### config.mk
export PLATFORM = sky130hd
export DESIGN_NAME = instr_prefetch
export DESIGN_NICKNAME = d
export VERILOG_FILES = /design/src/rtl/instr_prefetch_pkg.sv /design/src/rtl/instr_prefetch_fifo.sv /design/src/rtl/instr_prefetch.sv
export SDC_FILE = /design/constraint.sdc
export NUM_CORES = 1
export LEC_CHECK = 0
export CORE_MARGIN = 8
export CORE_UTILIZATION = 55
export DETAILED_ROUTE_END_ITERATION = 16
export GPL_ROUTABILITY_DRIVEN = 1
export PLACE_DENSITY_LB_ADDON = 0.08
export SYNTH_ARGS = -nofsm -noshare
export SYNTH_HDL_FRONTEND = slang
export SYNTH_HIERARCHICAL = 1
export SYNTH_SLANG_ARGS = --single-unit
### constraint.sdc
create_clock -name clk -period 4.05 [get_ports clk]
set_clock_uncertainty 0.1 [all_clocks]
set_input_delay 0.81 -clock clk [delete_from_list [all_inputs] [get_ports clk]]
set_output_delay 0.81 -clock clk [all_outputs]
set_load 0.02 [all_outputs]
### src/rtl/instr_prefetch_pkg.sv
// Shared fetch/decode definitions: fetch FSM state codes, the NOP word and
// the default word-address width (sized for the const27 jump field).
package instr_prefetch_pkg;

    localparam int unsigned ADDR_W_DEF = 27;
    localparam int unsigned INSTR_W    = 32;

    // Fetch FSM state codes (2-bit, shared with later pipeline stages)
    localparam logic [1:0] ST_IDLE    = 2'd0;
    localparam logic [1:0] ST_WAIT    = 2'd1;
    localparam logic [1:0] ST_DISCARD = 2'd2;

    localparam logic [INSTR_W-1:0] NOP_INSTR = 32'h0000_0000;

endpackage

### src/rtl/instr_prefetch_fifo.sv
// Prefetch FIFO of {pc, instr} entries.
// Ports: clk, reset (sync, active-high), push/wdata (enqueue), pop (dequeue
// head), clear (empty the FIFO; beats push and pop), count (occupancy),
// head (oldest entry, meaningful only when count != 0).
module instr_prefetch_fifo #(
    parameter int unsigned DEPTH = 4,
    parameter int unsigned WIDTH = 59
) (
    input  logic                     clk,
    input  logic                     reset,
    input  logic                     push,
    input  logic                     pop,
    input  logic                     clear,
    input  logic [WIDTH-1:0]         wdata,
    output logic [$clog2(DEPTH):0]   count,
    output logic [WIDTH-1:0]         head
);

    localparam int unsigned PTR_W = $clog2(DEPTH);
    localparam int unsigned CNT_W = PTR_W + 1;

    logic [WIDTH-1:0] mem [DEPTH];
    logic [PTR_W-1:0] rd_ptr;
    logic [PTR_W-1:0] wr_ptr;

    // Entry storage; no reset needed since head is qualified by count
    always_ff @(posedge clk) begin
        if (push && !clear) begin
            mem[wr_ptr] <= wdata;
        end
    end

    // Pointers wrap naturally on a power-of-two depth
    always_ff @(posedge clk) begin
        if (reset || clear) begin
            rd_ptr <= '0;
            wr_ptr <= '0;
            count  <= '0;
        end else begin
            if (push) begin
                wr_ptr <= wr_ptr + PTR_W'(1);
            end
            if (pop) begin
                rd_ptr <= rd_ptr + PTR_W'(1);
            end
            unique case ({push, pop})
                2'b10:   count <= count + CNT_W'(1);
                2'b01:   count <= count - CNT_W'(1);
                default: ;
            endcase
        end
    end

    assign head = mem[rd_ptr];

endmodule

### src/rtl/instr_prefetch.sv
// Instruction prefetch stage: issues word reads from fetch_pc, buffers the
// returned words, and presents the FIFO head to decode.
// Ports: clk, reset (sync, active-high); bus_addr/bus_start/bus_done/bus_q
// (single-outstanding memory read bus); stall (decode holds head); flush /
// flush_pc (drop everything, redirect fetch); instr/instr_pc/instr_valid
// (head entry to decode, zeroed when empty).
module instr_prefetch
    import instr_prefetch_pkg::*;
#(
    parameter int unsigned FIFO_DEPTH = 4,
    parameter int unsigned ADDR_W     = ADDR_W_DEF,
    parameter logic [ADDR_W-1:0] RESET_PC = '0
) (
    input  logic              clk,
    input  logic              reset,
    output logic [ADDR_W-1:0] bus_addr,
    output logic              bus_start,
    input  logic              bus_done,
    input  logic [31:0]       bus_q,
    input  logic              stall,
    input  logic              flush,
    input  logic [ADDR_W-1:0] flush_pc,
    output logic [31:0]       instr,
    output logic [ADDR_W-1:0] instr_pc,
    output logic              instr_valid
);

    localparam int unsigned CNT_W   = $clog2(FIFO_DEPTH) + 1;
    localparam int unsigned ENTRY_W = ADDR_W + INSTR_W;

    logic [1:0]          state;
    logic [1:0]          state_next;
    logic                issue;
    logic                push;
    logic                pop;
    logic [ADDR_W-1:0]   fetch_pc;
    logic [CNT_W-1:0]    count;
    logic [ENTRY_W-1:0]  head;

    // State register
    always_ff @(posedge clk) begin
        if (reset) begin
            state <= ST_IDLE;
        end else begin
            state <= state_next;
        end
    end

    // Next state; only IDLE may issue, so at most one request is ever in flight
    // and count < depth alone guarantees room for the returning word.
    always_comb begin
        state_next = state;
        issue      = 1'b0;
        push       = 1'b0;
        unique case (state)
            ST_IDLE: begin
                if (!flush && (count < CNT_W'(FIFO_DEPTH))) begin
                    state_next = ST_WAIT;
                    issue      = 1'b1;
                end
            end
            ST_WAIT: begin
                if (bus_done) begin
                    state_next = ST_IDLE;
                    push       = !flush;
                end else if (flush) begin
                    state_next = ST_DISCARD;
                end
            end
            ST_DISCARD: begin
                if (bus_done) begin
                    state_next = ST_IDLE;
                end
            end
            default: state_next = ST_IDLE;
        endcase
    end

    // Bus request and fetch address; a redirect overrides the increment
    always_ff @(posedge clk) begin
        if (reset) begin
            bus_start <= 1'b0;
            bus_addr  <= RESET_PC;
            fetch_pc  <= RESET_PC;
        end else begin
            bus_start <= issue;
            if (issue) begin
                bus_addr <= fetch_pc;
            end
            if (flush) begin
                fetch_pc <= flush_pc;
            end else if (push) begin
                fetch_pc <= fetch_pc + ADDR_W'(1);
            end
        end
    end

    assign pop = instr_valid && !stall && !flush;

    instr_prefetch_fifo #(
        .DEPTH (FIFO_DEPTH),
        .WIDTH (ENTRY_W)
    ) u_fifo (
        .clk   (clk),
        .reset (reset),
        .push  (push),
        .pop   (pop),
        .clear (flush),
        .wdata ({bus_addr, bus_q}),
        .count (count),
        .head  (head)
    );

    // Decode-facing view of the head, forced to zero when empty
    assign instr_valid = (count != '0);
    assign instr       = instr_valid ? head[INSTR_W-1:0] : NOP_INSTR;
    assign instr_pc    = instr_valid ? head[ENTRY_W-1:INSTR_W] : '0;

endmodule

==> results of run 1 <==
==> layout make-up <==
type	count	area share (%)
Timing Repair Buffer	172	11.7
Tap cell	280	2.37
Inverter	18	0.456
Multi-Input combinational cell	377	22.3
Clock inverter	15	0.684
Clock buffer	41	5.77
Sequential cell	302	56.8
==> layer usage <==
metal  vias to the layer above  track usage [%]
met5                         -                0
met2                       185             32.4
li1                       3169                -
met1                      3451             24.4
met4                         0             3.97
met3                        21             3.38
==> power by group <==
| group | total, mW | leakage [nW] | switching [mW] | internal, mW |
|---|---|---|---|---|
| logic | 0.262 | 1.51 | 0.130 | 0.132 |
| clock network | 2.63 | 0.463 | 1.09 | 1.54 |
| registers | 3.42 | 2.57 | 0.0531 | 3.37 |
| total | 6.32 | 4.55 | 1.28 | 5.04 |
==> flip-flops by register name (all words and copies together) (netlist names), named ones only <==
register / cells
bus_addr: 27
bus_start: 1
fetch_pc: 27
state: 2
u_fifo/count: 3
u_fifo/mem: 236
u_fifo/rd_ptr: 2
u_fifo/wr_ptr: 2
==> cell families after synthesis <==
kind of cell | count (synthesis) | share of synthesized area (%)
XOR/XNOR | 15 | 1.10
buffers and inverters | 62 | 2.47
adder cells (fa/ha/maj) | 7 | 0.794
multiplexers | 63 | 11.5
flip-flops | 302 | 70.2
AO/OA/AOI/OAI | 74 | 4.10
AND/OR/NAND/NOR | 218 | 9.88
==> placed cells by master (no fill, tap or decap), drive strengths merged, types with 2 or more instances in the layout <==
cell           synthesis  layout
a2111oi                5       5
a211oi                14      14
a21oi                 31      31
a311oi                 9       9
and2                   4       4
and4                   7       7
buf                   12      22
clkbuf                32      41
clkdlybuf4s50          0     150
clkinv                 0      11
clkinvlp               0       2
dfxtp                 66      66
edfxtp               236     236
ha                     6       6
inv                   18      19
mux2                   2       2
mux2i                  2       2
mux4                  59      59
nand2                 63      63
nand3                  8       8
nand3b                 2       2
nand4                  6       6
nor2                  32      32
nor2b                 59      59
nor3                   9       9
nor4                   8       8
o21ai                  3       3
o31ai                  7       7
or2                    3       3
or3                    4       4
or4                    8       8
xnor2                 11      11
xor2                   4       4
==> worst paths after layout <==
kind / start / endpoint / slack (ps)
max: flop / instr[2] / 320
min: fetch_pc[26]$_SDFFE_PP0P_ / bus_addr[26]$_SDFFE_PP0P_ / 380
max reg2reg: u_fifo/count[2]$_SDFFE_PP0P_ / u_fifo/count[2]$_SDFFE_PP0P_ / 1180
min reg2reg: fetch_pc[26]$_SDFFE_PP0P_ / bus_addr[26]$_SDFFE_PP0P_ / 380
==> per-stage QoR <==
stage	hold slack, ps	area [um2]	util [%]	cells
after global routing	413	14800	68.5	1205
after CTS	378	14800	68.5	1205
after global placement	368	13900	64.1	1149
after floorplan	341	12000	-	741
after detailed placement	369	13900	64.1	1149
final	377	14800	68.5	1205
==> worst register-to-register path: cells and delay by family, from the launching register on <==
family,cells,cell delay (ps)
AO/OA/AOI/OAI,1,160
XOR/XNOR,1,180
adder cells (fa/ha/maj),2,640
buffers and inverters,2,350
flip-flops,1,540
AND/OR/NAND/NOR,3,830
==> impl_metrics.json, run 1 <==
{
  "outcome": "complete, no violations",
  "p_leak_nw": 4.55,
  "worst_pin_slew_ps": 835,
  "cts_max_path_buffers": 3,
  "avgSynthCellArea_um2": 16.2,
  "crit_family": "buffers and inverters",
  "finalSetupTns_ps": 0,
  "core_mm2": 0.0216,
  "routed.top_layer": "met4",
  "wire_per_inst_um": 20.8,
  "cap_violations": 0,
  "ios": 152,
  "clock_latency_ps": 540,
  "grt_max_degree": 55,
  "hp-class": "flop to flop",
  "m1WireLength_mm": 10.8,
  "cts_resized": 0,
  "cp_max_fo": 26,
  "ys.flop_type": "edfxtp_1",
  "cts_root_buf": "clkbuf_16",
  "async_reset_ff_share_pct": 0,
  "final-hold-violation-count": 0,
  "syn_to_final_growth_pct": 23.7,
  "synth_fp_nets": 812,
  "wirelength_mm": 25.1,
  "critPathCaptureType": "primary output",
  "ys_seq_area_share_pct": 70.2,
  "nFillCells": 1506,
  "nets": 972,
  "ys_seq_elements": 302,
  "start_util_pct": 55.4,
  "antenna_found_initial": 0,
  "powerDensity_mw_per_mm2": 426,
  "slowest_stage": "dfxtp_4",
  "cts_hold_buffers": 0,
  "path_cells": "buf_4, mux4_2, nor2b_1, clkdlybuf4s50_1",
  "synth_warnings": 6,
  "regArea_mm2": 0.00842,
  "post-place-ws_ps": 638,
  "grt_overflow": 0,
  "post_cts_buffers": 0,
  "synth.top_cell.area_share_pct": 59.2,
  "path_buf_inv": 2,
  "vias_per_cell": 5.66,
  "fp.dieH_um": 164,
  "synth_most_common_cell": "edfxtp_1",
  "dp_hpwl_mm": 16.3,
  "cts-buffers-inserted": 30,
  "synthDistinctLibCells": 50,
  "slew_headroom_pct": 44.3,
  "met2WireLength_mm": 12.6,
  "syn_area_mm2": 0.0120,
  "synthTopCellsByArea": "edfxtp_1 59%, mux4_2 11%, dfxtp_1 11%",
  "netlist_top_cells_count": "236 x edfxtp_1, 66 x dfxtp_1, 63 x nand2_1, 59 x mux4_2, 59 x nor2b_1",
  "max_freq_mhz": 268,
  "post-route-drc-count": 0,
  "path_clk_slew_ps": 60,
  "dr_wl_met3_mm": 1.32,
  "htree_num_levels": 1,
  "r2r_cells": 9,
  "ant_nets": 0,
  "cp.depth": 4,
  "multi_input_area_mm2": 0.00330,
  "die_x_um": 164,
  "finalSetupViolCount": 0,
  "finalCritPeriodShare_pct": 92.1,
  "dr_total_vias": 6826,
  "max_stage_delay_ps": 710,
  "cts_tree": "built",
  "grt_pass1_vias": 7190,
  "fp-row-count": 54,
  "worstPathArrival_ps": 2820,
  "min_path_cells": 2,
  "path_class": "flop to primary output",
  "total_power_mw": 6.32,
  "grt_use_total_pct": 18.7,
  "post-route-min-period_ps": 3730,
  "drt_iter0_drc": 419,
  "clock_sinks": 302,
  "grt_pass1_wl_mm": 39.5,
  "vdd_drop_max_mv": 0.255,
  "port_buffers": 151,
  "setup_ws_ps": 319,
  "yosys.area.top_type": "edfxtp_1",
  "slew_violations": 0,
  "drtPass1Iterations": 4,
  "n_antenna_cell": 0,
  "gp_congestion": 0.818,
  "rsz0062_at_grt": "false",
  "cp-start-kind": "flop",
  "synth_edf_count": 236,
  "synthCells": 741,
  "dieArea_mm2": 0.0268,
  "cp.required_ps": 3140,
  "drive_above_1_share_pct": 15.2
}
No activity file was read; power rests on OpenSTA's default activity.
==> run 2, diff against run 1 <==
CELL_PAD_IN_SITES_DETAIL_PLACEMENT = 1   (was not set)
CELL_PAD_IN_SITES_GLOBAL_PLACEMENT = 2   (was not set)
CORE_UTILIZATION = 40   (was 55)
==> impl_metrics.json, run 2 (synthesis results as in run 1) <==
{
  "outcome": "complete, no violations",
  "drtPass1Iterations": 6,
  "wire_per_inst_um": 21.2,
  "rsz0062_at_grt": "false",
  "max_freq_mhz": 273,
  "grt_util_met3_pct": 2.91,
  "grt_max_degree": 62,
  "vias_per_cell": 5.18,
  "cts_hold_buffers": 0,
  "final_common_cell": "edfxtp_1",
  "cts_root_buf": "clkbuf_16",
  "finalSetupViolCount": 0,
  "r2r_slack_ps": 1340,
  "cp.required_ps": 3140,
  "cp-start-kind": "flop",
  "fp.dieH_um": 189,
  "die_x_um": 189,
  "nets": 969,
  "largest_register_ffs": 236,
  "path_class": "flop to primary output",
  "r2r_cells": 9,
  "post-route-drc-count": 0,
  "finalSetupTns_ps": 0,
  "core_mm2": 0.0296,
  "setup_ws_ps": 387,
  "seqPwrFrac_pct": 50.9,
  "grt_overflow": 0,
  "cap_violations": 0,
  "cts_max_path_buffers": 3,
  "switching_share_pct": 19.7,
  "power_frac_clock_pct": 45.2,
  "grt.met1_usage_pct": 19.7,
  "timing.rr.end": "u_fifo/count[2]$_SDFFE_PP0P_",
  "whs_ps": 401,
  "worstPathArrival_ps": 2750,
  "switchingPower_mw": 1.33,
  "finalCritPeriodShare_pct": 90.4,
  "grt_most_used_layer": "met2",
  "drt_iter0_drc": 326,
  "powerDensity_mw_per_mm2": 445,
  "worstSetupEndpoint": "instr_pc[25]",
  "antenna_found_initial": 0,
  "fp-row-count": 63,
  "dieArea_mm2": 0.0357,
  "p_leak_nw": 4.61,
  "wirelength_mm": 27.8,
  "cts-buffers-inserted": 31,
  "port_buffers": 151,
  "dp_hpwl_mm": 18.3,
  "ant_nets": 0,
  "post_cts_buffers": 0,
  "gr-usage-met2_pct": 27.3,
  "post-place-ws_ps": 525,
  "slew_violations": 0,
  "clock_latency_ps": 540,
  "htree_num_levels": 1,
  "min_path_cells": 2,
  "largest-register": "u_fifo/mem",
  "layout_common_cells": "236 x edfxtp_1, 150 x clkdlybuf4s50_1, 64 x dfxtp_1",
  "final-hold-violation-count": 0,
  "slew_headroom_pct": 34.7,
  "post-route-util_pct": 51.2,
  "post-route-min-period_ps": 3660,
  "top_regs": "u_fifo/mem x236, bus_addr x27, fetch_pc x27",
  "grt_use_total_pct": 15.5,
  "drive_above_1_share_pct": 15.8,
  "comb_power_share_pct": 3.9,
  "vdd_drop_max_mv": 0.261,
  "start_util_pct": 40.5,
  "clock_sinks": 302,
  "cp_max_fo": 23,
  "critPathCaptureType": "primary output",
  "ios": 152,
  "p_int_mw": 5.40,
  "cts_resized": 0,
  "worst_pin_slew_ps": 979,
  "syn_to_final_growth_pct": 26.3,
  "r2r_start": "u_fifo/count[2]$_SDFFE_PP0P_",
  "grt_pass1_wl_mm": 43.8,
  "dr_total_vias": 6797,
  "path_clk_slew_ps": 60,
  "cts_tree": "built",
  "n_antenna_cell": 0,
  "gp_congestion": 0.785,
  "grt_pass1_vias": 7598,
  "hp-class": "flop to flop"
}
## run 2: cell types whose count changed in the layout (fill, tap and decap cells not counted)
cell,delta
buf_12,+4
buf_4,-8
bufinv_16,+7
clkbuf_1,-6
clkbuf_16,-1
clkbuf_8,-2
clkinv_1,-2
clkinv_2,+3
clkinvlp_2,+1
clkinvlp_4,+2
inv_4,-1
## run 2: critical path: stages, from the launching register on
cell and delay (ps):
dfxtp_4 680, buf_4 280, mux4_2 530, nor2b_1 150
clkdlybuf4s50_1 550
## run 2: layout make-up
cell class,count,area (um2)
Tap cell,390,488
Clock buffer,32,779
Fill cell,2847,14400
Clock inverter,25,333
Multi-Input combinational cell,377,3300
Timing Repair Buffer,168,1750
Inverter,18,67.6
Sequential cell,302,8420
## run 2: power by group through the flow
stage / clock network [mW] / logic (mW) / registers, mW
2_1_floorplan: 0 / 0.110 / 3.49
3_3_place_gp: 0 / 0.259 / 3.49
3_5_place_dp: 0 / 0.268 / 3.49
4_1_cts: 3.12 / 0.270 / 3.43
5_1_grt: 3.23 / 0.290 / 3.43
6_report: 3.04 / 0.265 / 3.43
## run 2: metal layers
metal / share of wire, % / up-vias
met4: 1.5 / 0
met2: 50 / 128
li1: - / 3166
met1: 44 / 3470
met5: 0 / -
met3: 4.7 / 33
## run 2: worst min path at each step
stage                                    startpoint                   endpoint  slack [ps]
after floorplan           fetch_pc[26]$_SDFFE_PP0P_  bus_addr[26]$_SDFFE_PP0P_         340
after global placement    fetch_pc[26]$_SDFFE_PP0P_  bus_addr[26]$_SDFFE_PP0P_         380
after detailed placement  fetch_pc[22]$_SDFFE_PP0P_  bus_addr[22]$_SDFFE_PP0P_         390
after CTS                 fetch_pc[22]$_SDFFE_PP0P_  bus_addr[22]$_SDFFE_PP0P_         400
after global routing      fetch_pc[22]$_SDFFE_PP0P_  bus_addr[22]$_SDFFE_PP0P_         420
final                     fetch_pc[22]$_SDFFE_PP0P_  bus_addr[22]$_SDFFE_PP0P_         400
## run 2: per-stage QoR
| step | cell area (um2) | instances | power [mW] |
|---|---|---|---|
| detailed placement | 14000 | 1255 | 3.76 |
| finish | 15100 | 1312 | 6.73 |
| floorplan | 12000 | 741 | 3.60 |
| global placement | 14000 | 1255 | 3.75 |
| CTS | 15100 | 1312 | 6.82 |
| global route | 15100 | 1312 | 6.95 |
